<file path="config.mk">
export PLATFORM = sky130hd
export DESIGN_NAME = sat_counter32
export DESIGN_NICKNAME = d
export VERILOG_FILES = /design/src/rtl/frame_ctr_checker_pkg.sv /design/src/rtl/frame_ctr_checker_sat_counter32.sv
export SDC_FILE = /design/constraint.sdc
export NUM_CORES = 1
export LEC_CHECK = 0
export CORE_ASPECT_RATIO = 1.25
export CORE_MARGIN = 2
export CORE_UTILIZATION = 35
export CTS_CLUSTER_DIAMETER = 100
export CTS_CLUSTER_SIZE = 12
export DETAILED_ROUTE_END_ITERATION = 6
export PLACE_DENSITY = 0.65
export REMOVE_ABC_BUFFERS = 1
export SLEW_MARGIN = 20
export SYNTH_ARGS = -nofsm -noshare
export SYNTH_HDL_FRONTEND = slang
export SYNTH_SLANG_ARGS = --single-unit
</file>
<file path="constraint.sdc">
create_clock -name clk -period 2 [get_ports clk]
set_clock_uncertainty 0.1 [all_clocks]
set_input_delay 0.4 -clock clk [delete_from_list [all_inputs] [get_ports clk]]
set_output_delay 0.4 -clock clk [all_outputs]
set_load 0.01 [all_outputs]
</file>
<file path="src/rtl/frame_ctr_checker_pkg.sv">
// Shared types and constants for the frame counter checker.
//   state_t    : checker FSM states (IDLE, SYNC, CHECK)
//   DW_DEFAULT : default data/counter width
//   SAT_MAX    : saturation value of the 32-bit statistics counters
package frame_chk_pkg;

    typedef enum logic [1:0] {
        IDLE  = 2'd0,
        SYNC  = 2'd1,
        CHECK = 2'd2
    } state_t;

    localparam int          DW_DEFAULT = 32;
    localparam logic [31:0] SAT_MAX    = 32'hFFFF_FFFF;

endpackage

</file>
<file path="src/rtl/frame_ctr_checker_sat_counter32.sv">
// 32-bit saturating event counter.
//   clk   : clock
//   rst_n : asynchronous active-low reset (count -> 0)
//   inc   : count one event
//   clr   : synchronous clear, takes priority over inc
//   count : current value, sticks at SAT_MAX
module sat_counter32
    import frame_chk_pkg::*;
(
    input  logic        clk,
    input  logic        rst_n,
    input  logic        inc,
    input  logic        clr,
    output logic [31:0] count
);

    logic [31:0] count_reg;

    always_ff @(posedge clk or negedge rst_n) begin
        if (!rst_n) begin
            count_reg <= 32'd0;
        end else if (clr) begin
            count_reg <= 32'd0;
        end else if (inc && (count_reg != SAT_MAX)) begin
            count_reg <= count_reg + 32'd1;
        end
    end

    assign count = count_reg;

endmodule

</file>
==> results of run 1 <==
[final timing paths]
check / from / endpoint / slack (ns) / depth (start not counted)
max: count[0] / count[25] / -0.006 / 7
min: rst_n / count[0] / 0.42 / 2
max reg2reg: count[0] / count[25] / -0.006 / 7
min reg2reg: count[28] / count[28] / 0.53 / 3
max in group asynchronous: rst_n / count[17] / 1.07 / 2
min in group clk: count[28] / count[28] / 0.53 / 3
[routing by layer]
metal	vias to the layer above	wire length (um)	part of all wire
met3	12	123	0.025
met5	-	0	0
met4	0	114	0.023
li1	917	-	-
met1	903	2060	0.42
met2	32	2600	0.53
[report_power, final]
group	total (W)	internal [W]	switching [W]	leakage, nW
clock network	0.000608	0.000369	0.000238	0.0552
registers	0.000654	0.000651	0.00000262	0.446
logic	0.0000960	0.0000457	0.0000503	0.823
[synth_stat cells]
library cell               count  area [um2]
sky130_fd_sc_hd__nand3_1      12        60.1
sky130_fd_sc_hd__nand3_2       1        10.0
sky130_fd_sc_hd__nor4_1        4        25.0
sky130_fd_sc_hd__a41oi_1       1        8.76
sky130_fd_sc_hd__nand4b_1      1        8.76
sky130_fd_sc_hd__and3_1        7        43.8
sky130_fd_sc_hd__dfrtp_1      32         801
sky130_fd_sc_hd__mux2_4        1        15.0
sky130_fd_sc_hd__o211a_1       1        10.0
sky130_fd_sc_hd__a21o_1        3        22.5
sky130_fd_sc_hd__nor2_1       26        97.6
sky130_fd_sc_hd__a21oi_1      11        55.1
sky130_fd_sc_hd__xnor2_1      10        87.6
sky130_fd_sc_hd__o21ai_0       4        20.0
sky130_fd_sc_hd__nand3b_1      1        7.51
sky130_fd_sc_hd__and4bb_2      1        12.5
sky130_fd_sc_hd__mux2_2        5        56.3
sky130_fd_sc_hd__xor2_1        3        26.3
sky130_fd_sc_hd__a31oi_4       1        21.3
sky130_fd_sc_hd__and4_1        1        8.76
sky130_fd_sc_hd__or3_1         5        31.3
sky130_fd_sc_hd__clkbuf_1      4        15.0
sky130_fd_sc_hd__and3_4        1        11.3
sky130_fd_sc_hd__or4_1         3        22.5
sky130_fd_sc_hd__nor3_1        4        20.0
sky130_fd_sc_hd__nand4_1       6        37.5
sky130_fd_sc_hd__nand2_1      11        41.3
sky130_fd_sc_hd__nor4_2        2        25.0
sky130_fd_sc_hd__buf_2         2        10.0
sky130_fd_sc_hd__buf_4         1        7.51
sky130_fd_sc_hd__inv_1         7        26.3
sky130_fd_sc_hd__nor2b_1       6        37.5
sky130_fd_sc_hd__nor4_4        1        21.3
sky130_fd_sc_hd__a31oi_1       1        6.26
sky130_fd_sc_hd__a31o_2        2        17.5
sky130_fd_sc_hd__nand4_2       1        12.5
sky130_fd_sc_hd__mux2i_1       1        10.0
sky130_fd_sc_hd__a211oi_1      5        37.5
sky130_fd_sc_hd__o31ai_1       3        22.5
sky130_fd_sc_hd__and2_1        3        18.8
sky130_fd_sc_hd__ha_1          1        12.5
sky130_fd_sc_hd__nand2b_1      2        12.5
[metrics by stage]
step           hold slack [ns]   util  setup slack, ns  cell area [um2]  total power (W)
2_1_floorplan          0.00441      -           -0.136             1820         0.000690
3_3_place_gp             0.514  0.526           -0.377             2670         0.000757
3_5_place_dp             0.519  0.526           -0.447             2670         0.000758
4_1_cts                  0.437  0.572          -0.0153             2910          0.00137
5_1_grt                  0.472  0.587          -0.0746             2980          0.00140
6_report                 0.420  0.587         -0.00631             2980          0.00136
[cells in the final DEF (no fill, tap or decap), types with 7 or more instances in the layout]
cell                              Yosys  layout
sky130_fd_sc_hd__a21oi_1             11       9
sky130_fd_sc_hd__buf_4                1      57
sky130_fd_sc_hd__clkdlybuf4s50_1      0      34
sky130_fd_sc_hd__dfrtp_1             32      32
sky130_fd_sc_hd__inv_1                7       7
sky130_fd_sc_hd__nand2_1             11      11
sky130_fd_sc_hd__nand3_1             12      10
sky130_fd_sc_hd__nor2_1              26      26
sky130_fd_sc_hd__xnor2_1             10      10
[layout make-up]
type,instances,area [um2],area share
Multi-Input combinational cell,153,1120,0.375
Timing Repair Buffer,97,851,0.285
Sequential cell,32,801,0.268
Tap cell,62,77.6,0.0260
Clock buffer,6,72.6,0.0243
Clock inverter,2,35.0,0.0117
Inverter,7,26.3,0.00881
[kinds of logic after synthesis]
group	after synthesis
muxes	7
and+or+nand+nor	99
AOI/OAI and AO/OA	32
adders and majority gates	1
xor gates and xnor gates	13
DFF	32
buffers and inverters	14
[what timing repair did]
item / in CTS / in global routing
endpoints found under the setup margin: 12 / 18
buffers inserted: 6 / 4
hold buffers: 0 / 0
pin swaps: 6 / 13
resized for setup: 15 / 11
gates cloned: 1 / 0
endpoints found under the hold margin: 0 / 0
==> Implementation_results.wiki, run 1 <==
{| class="wikitable"
! Metric !! Value
|-
| Global-route wire length before repair || 8060 um
|-
| Met3 track demand over resource in global routing || 0.0273
|-
| Class of the tightest hold or removal check || input pin to asynchronous set/reset pin
|-
| Sequential share of the synthesized area || 0.432
|-
| H-tree level count || 2
|-
| Clock Pin Slew Worst Setup and Hold Paths || 0.07 ns
|-
| Average wire per standard cell || 13.6 um
|-
| Slowest stage cell, crit path || sky130_fd_sc_hd__or4_4
|-
| Fill count || 460
|-
| Failing checks || setup timing
|-
| Iteration-0 DRC count of the detailed router || 80
|-
| Crit-path cells || ha_2 > nand4_1 > nor4_2 > buf_4 > a21o_4 > or4_4 > a21oi_2
|-
| CP bufs+invs || 1
|-
| Worst-margin pin slew || 0.418 ns
|-
| Nature of the critical path startpoint || register
|-
| Setup Total Neg Slack || -0.00631 ns
|-
| Multiplexer share of the synthesized area || 0.0439
|-
| Number of buffers inserted by port buffering || 35
|-
| Floorplan core area || 5080 um2
|-
| Net count of the finished layout || 301
|-
| Worst-path maximum fanout || 6
|-
| Power per Cell Area || 455 nW/um2
|-
| Setup violators final || 1
|-
| Die outline area || 5900 um2
|-
| Post-synthesis share of cell area spent on and, or, nand and nor gates || 0.305
|-
| Minimum period implied by the final worst setup slack || 2.01 ns
|-
| Count of antenna-violating nets left after detailed routing || 0
|-
| Adder-cell share of the synthesized area || 0.00675
|-
| Netlist Area Pre-Place || 1850 um2
|-
| Crit Path Class || register to register
|-
| Total I/O pin count || 36
|-
| Flops & latches, synth || 32
|-
| Global-route usage over all layers || 0.170
|-
| Yosys warns || 0
|-
| Busiest layer in global routing || met2
|-
| Via/cell ratio || 5.19
|-
| Buffers from clock root to sink, at most || 2
|-
| Site Rows || 29
|-
| Stage delay of the slowest cell on the critical path || 0.52 ns
|-
| Number of buffers created by CTS || 5
|-
| Number of global-route vias before repair || 1787
|-
| Diodes inserted || 0
|-
| Placed Cells incl. Taps || 341
|-
| Floorplan die width || 69.1 um
|-
| GRT met1 Usage || 0.199
|-
| Sink Count || 32
|-
| Number of max-cap violations || 0
|-
| Number of flip-flops under the largest register name || 32
|-
| Worst Setup Slack, final || -0.00631 ns
|-
| Max-slew violations || 0
|-
| Final hold violation count || 0
|-
| Chip height || 85.4 um
|-
| CTS tree || done
|-
| Relative slew slack || 0.721
|-
| Reported leakage power || 1.32 nW
|-
| Gpl congestion || 0.839
|-
| Worst-case vdd ir drop || 0.000273 V
|-
| Initial Util || 0.365
|-
| Layout cells sized above 1 || 0.333
|-
| Root buffer selected by CTS || sky130_fd_sc_hd__clkbuf_8
|-
| Largest family of logic cells by synthesized area || simple AND/OR/NAND/NOR gates
|-
| Post-synthesis area per instance || 9.37 um2
|-
| Total wire length after detailed routing || 4900 um
|-
| Count of non-filler cells in the finished layout || 359
|-
| Number of distinct library cells after synthesis || 42
|-
| HPWL after detailed placement || 3520 um
|-
| Largest net degree at the start of global routing || 33
|-
| Overall overflow remaining after global route || 0
|-
| Post-Synthesis Cells || 198
|-
| Endpoint required time on the critical path || 2.11 ns
|-
| Max frequency || 0.498 GHz
|-
| Arrival time of the worst setup path || 2.12 ns
|-
| Synthesis-to-layout area growth || 60.9%
|-
| Clock latency at the later pin of the worst-skew pair || 0.28 ns
|-
| Total via count after detailed routing || 1864
|-
| Setup repair after global routing missed its margin || true
|-
| Endpoint type of the worst setup path || register
|-
| Post-synthesis compound-gate area fraction || 0.119
|-
| Post-synthesis share of cell area spent on xor and xnor gates || 0.0614
|-
| Largest delay contributor family on the critical path || simple AND/OR/NAND/NOR gates
|-
| Fin crit share || 1.00
|-
| Met2 Usage GRT || 0.304
|-
| Result of the run || complete, but fails checks
|-
| TritonRoute pass-1 iters || 4
|-
| Initial antenna violation count || 0
|-
| Remaining DRCs || 0
|}
Power figures use the tool's default switching activity.
==> run 2: changes to the inputs <==
- CORE_UTILIZATION: 35 -> 46
- PLACE_DENSITY: 0.65 -> 0.8
- SLEW_MARGIN: 20 -> default
==> Implementation_results.wiki, run 2 (same netlist as run 1, synthesis figures left out) <==
{| class="wikitable"
! Metric !! Value
|-
| Result of the run || complete, but fails checks
|-
| Failing checks || setup timing
|-
| Floorplan die width || 60.8 um
|-
| Nature of the critical path startpoint || input pin
|-
| Total via count after detailed routing || 1834
|-
| Clock latency at the later pin of the worst-skew pair || 0.28 ns
|-
| Endpoint required time on the critical path || 2.11 ns
|-
| Max-slew violations || 0
|-
| Class of the tightest hold or removal check || input pin to asynchronous set/reset pin
|-
| Fill count || 300
|-
| Setup repair after global routing missed its margin || true
|-
| TritonRoute pass-1 iters || 5
|-
| H-tree level count || 2
|-
| Number of buffers inserted by port buffering || 35
|-
| Final core utilization || 0.720
|-
| Average wire per standard cell || 14.4 um
|-
| Largest delay contributor family on the critical path || simple AND/OR/NAND/NOR gates
|-
| CTS tree || done
|-
| Buffers from clock root to sink, at most || 2
|-
| Total I/O pin count || 36
|-
| Root buffer selected by CTS || sky130_fd_sc_hd__clkbuf_8
|-
| Diodes inserted || 0
|-
| Remaining DRCs || 0
|-
| Post-route worst hold slack || 0.415 ns
|-
| Number of max-cap violations || 0
|-
| Initial Util || 0.486
|-
| Number of global-route vias before repair || 1783
|-
| Crit-path cells || clkdlybuf4s50_1 > and3_1 > nand4_1 > a21o_4 > or4_1 > a21oi_2
|-
| Global-route usage over all layers || 0.228
|-
| Fin crit share || 1.01
|-
| Crit Path Class || input pin to register
|-
| Stage delay of the slowest cell on the critical path || 0.53 ns
|-
| Most frequent cells in the layout || 47 x sky130_fd_sc_hd__buf_4, 35 x sky130_fd_sc_hd__clkdlybuf4s50_1, 32 x sky130_fd_sc_hd__dfrtp_1
|-
| Chip height || 75.0 um
|-
| Slowest stage cell, crit path || sky130_fd_sc_hd__or4_1
|-
| Initial antenna violation count || 0
|-
| Final hold violation count || 0
|-
| Floorplan core area || 3820 um2
|-
| Setup violators final || 1
|-
| Overall overflow remaining after global route || 0
|-
| Gpl congestion || 0.781
|-
| Worst reg2reg path depth || 6
|-
| Worst-margin pin slew || 0.420 ns
|-
| HPWL after detailed placement || 3620 um
|-
| Minimum period implied by the final worst setup slack || 2.01 ns
|-
| Arrival time of the worst setup path || 2.13 ns
|-
| Site Rows || 25
|-
| Number of flip-flops under the largest register name || 32
|-
| Number of buffers created by CTS || 5
|-
| CP bufs+invs || 1
|-
| Layout cells sized above 1 || 0.278
|-
| Relative slew slack || 0.720
|-
| Clock Pin Slew Worst Setup and Hold Paths || 0.06 ns
|-
| Net count of the finished layout || 286
|-
| Power per Cell Area || 438 nW/um2
|-
| Endpoint type of the worst setup path || register
|-
| Most frequent standard cell in the layout excluding fill and tap cells || sky130_fd_sc_hd__buf_4
|-
| Sink Count || 32
|-
| Worst-case vdd ir drop || 0.000435 V
|-
| Synthesis-to-layout area growth || 48.1%
|-
| Global-route wire length before repair || 7760 um
|-
| Iteration-0 DRC count of the detailed router || 65
|-
| Die outline area || 4560 um2
|-
| Worst-path maximum fanout || 11
|-
| WP depth || 6
|-
| Count of antenna-violating nets left after detailed routing || 0
|-
| Reported leakage power || 1.20 nW
|-
| Via/cell ratio || 5.47
|-
| Max frequency || 0.497 GHz
|-
| Total wire length after detailed routing || 4810 um
|-
| Worst Setup Slack, final || -0.0131 ns
|-
| Largest net degree at the start of global routing || 33
|}
## run 2: metal layers
layer  share of wire  vias to the layer above  track usage  wire [um]
li1                -                      883            -          -
met1            0.41                      899        0.266       2000
met2            0.53                       46        0.395       2560
met3           0.038                        6       0.0567        181
met4           0.015                        0       0.0942         72
met5               0                        -            0          0
## run 2: path summary, 6_finish.rpt
path	startpoint	to	slack [ns]
worst max register to register	count[20]	count[3]	0.01
worst min register to register	count[30]	count[30]	0.51
worst max-delay path	inc	count[25]	-0.01
max in group asynchronous	rst_n	count[18]	1.08
worst min-delay path	rst_n	count[5]	0.42
min in group clk	count[30]	count[30]	0.51
## run 2: stage by stage
step                setup TNS [ns]  setup slack [ns]  power (W)  cell area, um2  cells
global placement             -3.25            -0.337   0.000754            2600    326
finish                     -0.0131           -0.0131    0.00120            2750    335
detailed placement           -4.14            -0.408   0.000757            2600    326
floorplan                   -0.722            -0.136   0.000690            1820    191
global route                -0.415           -0.0589    0.00125            2750    335
CTS                       -0.00413          -0.00413    0.00121            2710    334
## run 2: power by group
part / leakage [nW] / switching [W] / total (W) / internal, W
clock network: 0.0410 / 0.000222 / 0.000458 / 0.000236
registers: 0.446 / 0.00000289 / 0.000655 / 0.000652
logic: 0.709 / 0.0000487 / 0.0000901 / 0.0000413
total: 1.20 / 0.000274 / 0.00120 / 0.000929
## run 2: layout make-up
cell class,count,area (um2),share of cell area
Inverter,7,26.3,0.00957
Sequential cell,32,801,0.292
Multi-Input combinational cell,152,1050,0.383
Clock inverter,1,5.00,0.00182
Clock buffer,6,72.6,0.0264
Timing Repair Buffer,83,723,0.263
Tap cell,54,67.6,0.0246
## run 2: timing repair
item,CTS,global route
setup endpoints to repair,11,17
pin swaps,0,1
hold buffers,0,0
buffers inserted,1,1
resized for setup,5,6
## run 2: worst register-to-register path: cells and delay by family (launching register included)
kind                   cells  cell delay, ns
buffers and inverters      1            0.22
DFF                        1            0.36
muxes                      1            0.28
AOI/OAI and AO/OA          1            0.12
and+or+nand+nor            3            0.80
==> RTL edit (flow settings as in run 2) <==
Make the reset (`rst_n`) synchronous in one clocked block. Comments in the files are not updated.
--- a/src/rtl/frame_ctr_checker_sat_counter32.sv
+++ b/src/rtl/frame_ctr_checker_sat_counter32.sv
@@ -17,5 +17,5 @@
     logic [31:0] count_reg;
 
-    always_ff @(posedge clk or negedge rst_n) begin
+    always_ff @(posedge clk) begin
         if (!rst_n) begin
             count_reg <= 32'd0;
Behaviour: differs if rst_n is asserted again (counterexample within 4 cycles, from zero or initial values and one cycle with rst_n low); with rst_n held inactive, the same outputs for 10 cycles.
==> RTL edit against run 2 <==
The flow still finishes with violations (negative setup slack); wire length rose by 4.5%; hold slack got worse by 29 ps; sequential share of layout area decreased by 3.7 points; power rose by 1.7%; design area shrank 7.3%; first-iteration DRC count is 34% higher; critical endpoint is now count[7]$_SDFFE_PP0P_; highest routed layer unchanged; setup slack got worse by 13 ps; sequential cell count is the same; area after synthesis down 10%.
==> RTL edit: results (changes against run 2) <==
| Metric | Value |
|---|---|
| Final setup margin | `-25.7 ps (-12.6 ps)` |
| Synthesized instance count | `203 (+2.5%)` |
| Via/cell ratio | `6.00 (+9.5%)` |
| DP Area | `2310 µm² (-11%)` |
| Synth area leaders | `dfxtp_1 38%, a21oi_1 6.3%, or3_1 5.6%` |
| CP max FO | `7 (-4)` |
| Post-synthesis mux area share | `0.600% (-3.8 points)` |
| Final Setup Violations | `1 (unchanged)` |
| Top Metal Used | `met4` |
| GRT Util Overall | `23.9% (+1.1 points)` |
| Met3 Resource Use GR | `4.15% (-1.5 points)` |
| DR pass1 iterations | `4 (-1)` |
| Vias in the first global route | `1692 (-5.1%)` |
| Synth cell count leaders | `32 x dfxtp_1, 21 x a21oi_1, 16 x nor2_1, 15 x nand2_1, 15 x or3_1` |
| Compound-Gate Fraction of Synth Area | `18.4% (+6.4 points)` |
| Worst hold slack | `386 ps (-28.8 ps)` |
| Largest net degree at the start of global routing | `31 (-6.1%)` |
| Post-synthesis xor/xnor area fraction | `4.73% (-1.4 points)` |
| Met2 Resource Use GR | `39.9% (+0.35 points)` |
| Outcome | `finished, violations left` |
| Hpwl dp | `3340 µm (-7.6%)` |
| DR WL met3 | `251 µm (+39%)` |
| GPL Wtd Cong | `0.821 (+5.1%)` |
| Ratio of cells with drive above 1 in the final layout | `29.5% (+1.7 points)` |
| CP max stage delay | `600 ps (+70 ps)` |
| Maximum VDD drop | `0.000656 V (+51%)` |
| Leak | `0.867 nW (-27%)` |
| CP startpoint kind | `flip-flop` |
| I/O Buffers | `35 (unchanged)` |
| Met1 WL | `2080 µm (+4.4%)` |
| Setup Buffers After CTS | `0 (-1)` |
| Failing checks | `negative setup slack` |
| Global-route wire length before repair | `7820 µm (+0.80%)` |
| Post-route setup TNS | `-25.7 ps (-12.6 ps)` |
| Reg2reg path depth | `7 (+1)` |
| Post-Route WL | `5030 µm (+4.5%)` |
| Nets | `282 (-1.4%)` |
| Slew headroom | `67.1% (-4.9 points)` |
| Slowest-stage cell, CP | `or4_4` |
| # resized after CTS | `0 (-5)` |
| Seq/Total Area, Yosys | `38.4% (-4.8 points)` |
| Non-filler instance count after layout | `317 (-5.4%)` |
| DP Worst Slack | `-68.3 ps (+339 ps)` |
| # fillers | `251 (-16%)` |
| Max Root-Sink Buffers | `2 (unchanged)` |
| Netlist cell types | `40 (-4.8%)` |
| Met1 usage | `30.8% (+4.1 points)` |
| Adder-cell share of the synthesized area | `0.750% (+0.075 points)` |
| DRT iter0 DRCs | `87 (+34%)` |
| Min-Delay Path Class | `reg2reg` |
| Async S/R FF share, synth | `0% (-100 points)` |
| WL met2 | `2610 µm (+1.8%)` |
-- RTL edit: layout make-up --
type                       count  area (µm²)  area share, %
clock buffer                   8        90.1           3.54
sequential                    32         647           25.4
multi-input combinational    161        1070           41.9
tap                           39        48.8           1.92
inverter                       2        7.51          0.295
timing repair buffer          75         686           26.9
-- RTL edit: final timing paths --
| kind | startpoint | endpoint |
|---|---|---|
| worst min-delay path | count[30]$_SDFFE_PP0P_ | count[30]$_SDFFE_PP0P_ |
| worst max-delay path | count[16]$_SDFFE_PP0P_ | count[7]$_SDFFE_PP0P_ |
| worst max register to register | count[16]$_SDFFE_PP0P_ | count[7]$_SDFFE_PP0P_ |
| worst min register to register | count[30]$_SDFFE_PP0P_ | count[30]$_SDFFE_PP0P_ |
-- RTL edit: where the power goes --
part	internal (W)	switching [W]	total, W
Combinational	0.0000325	0.0000368	0.0000693
Sequential	0.000638	0.000000919	0.000639
Clock	0.000280	0.000234	0.000514
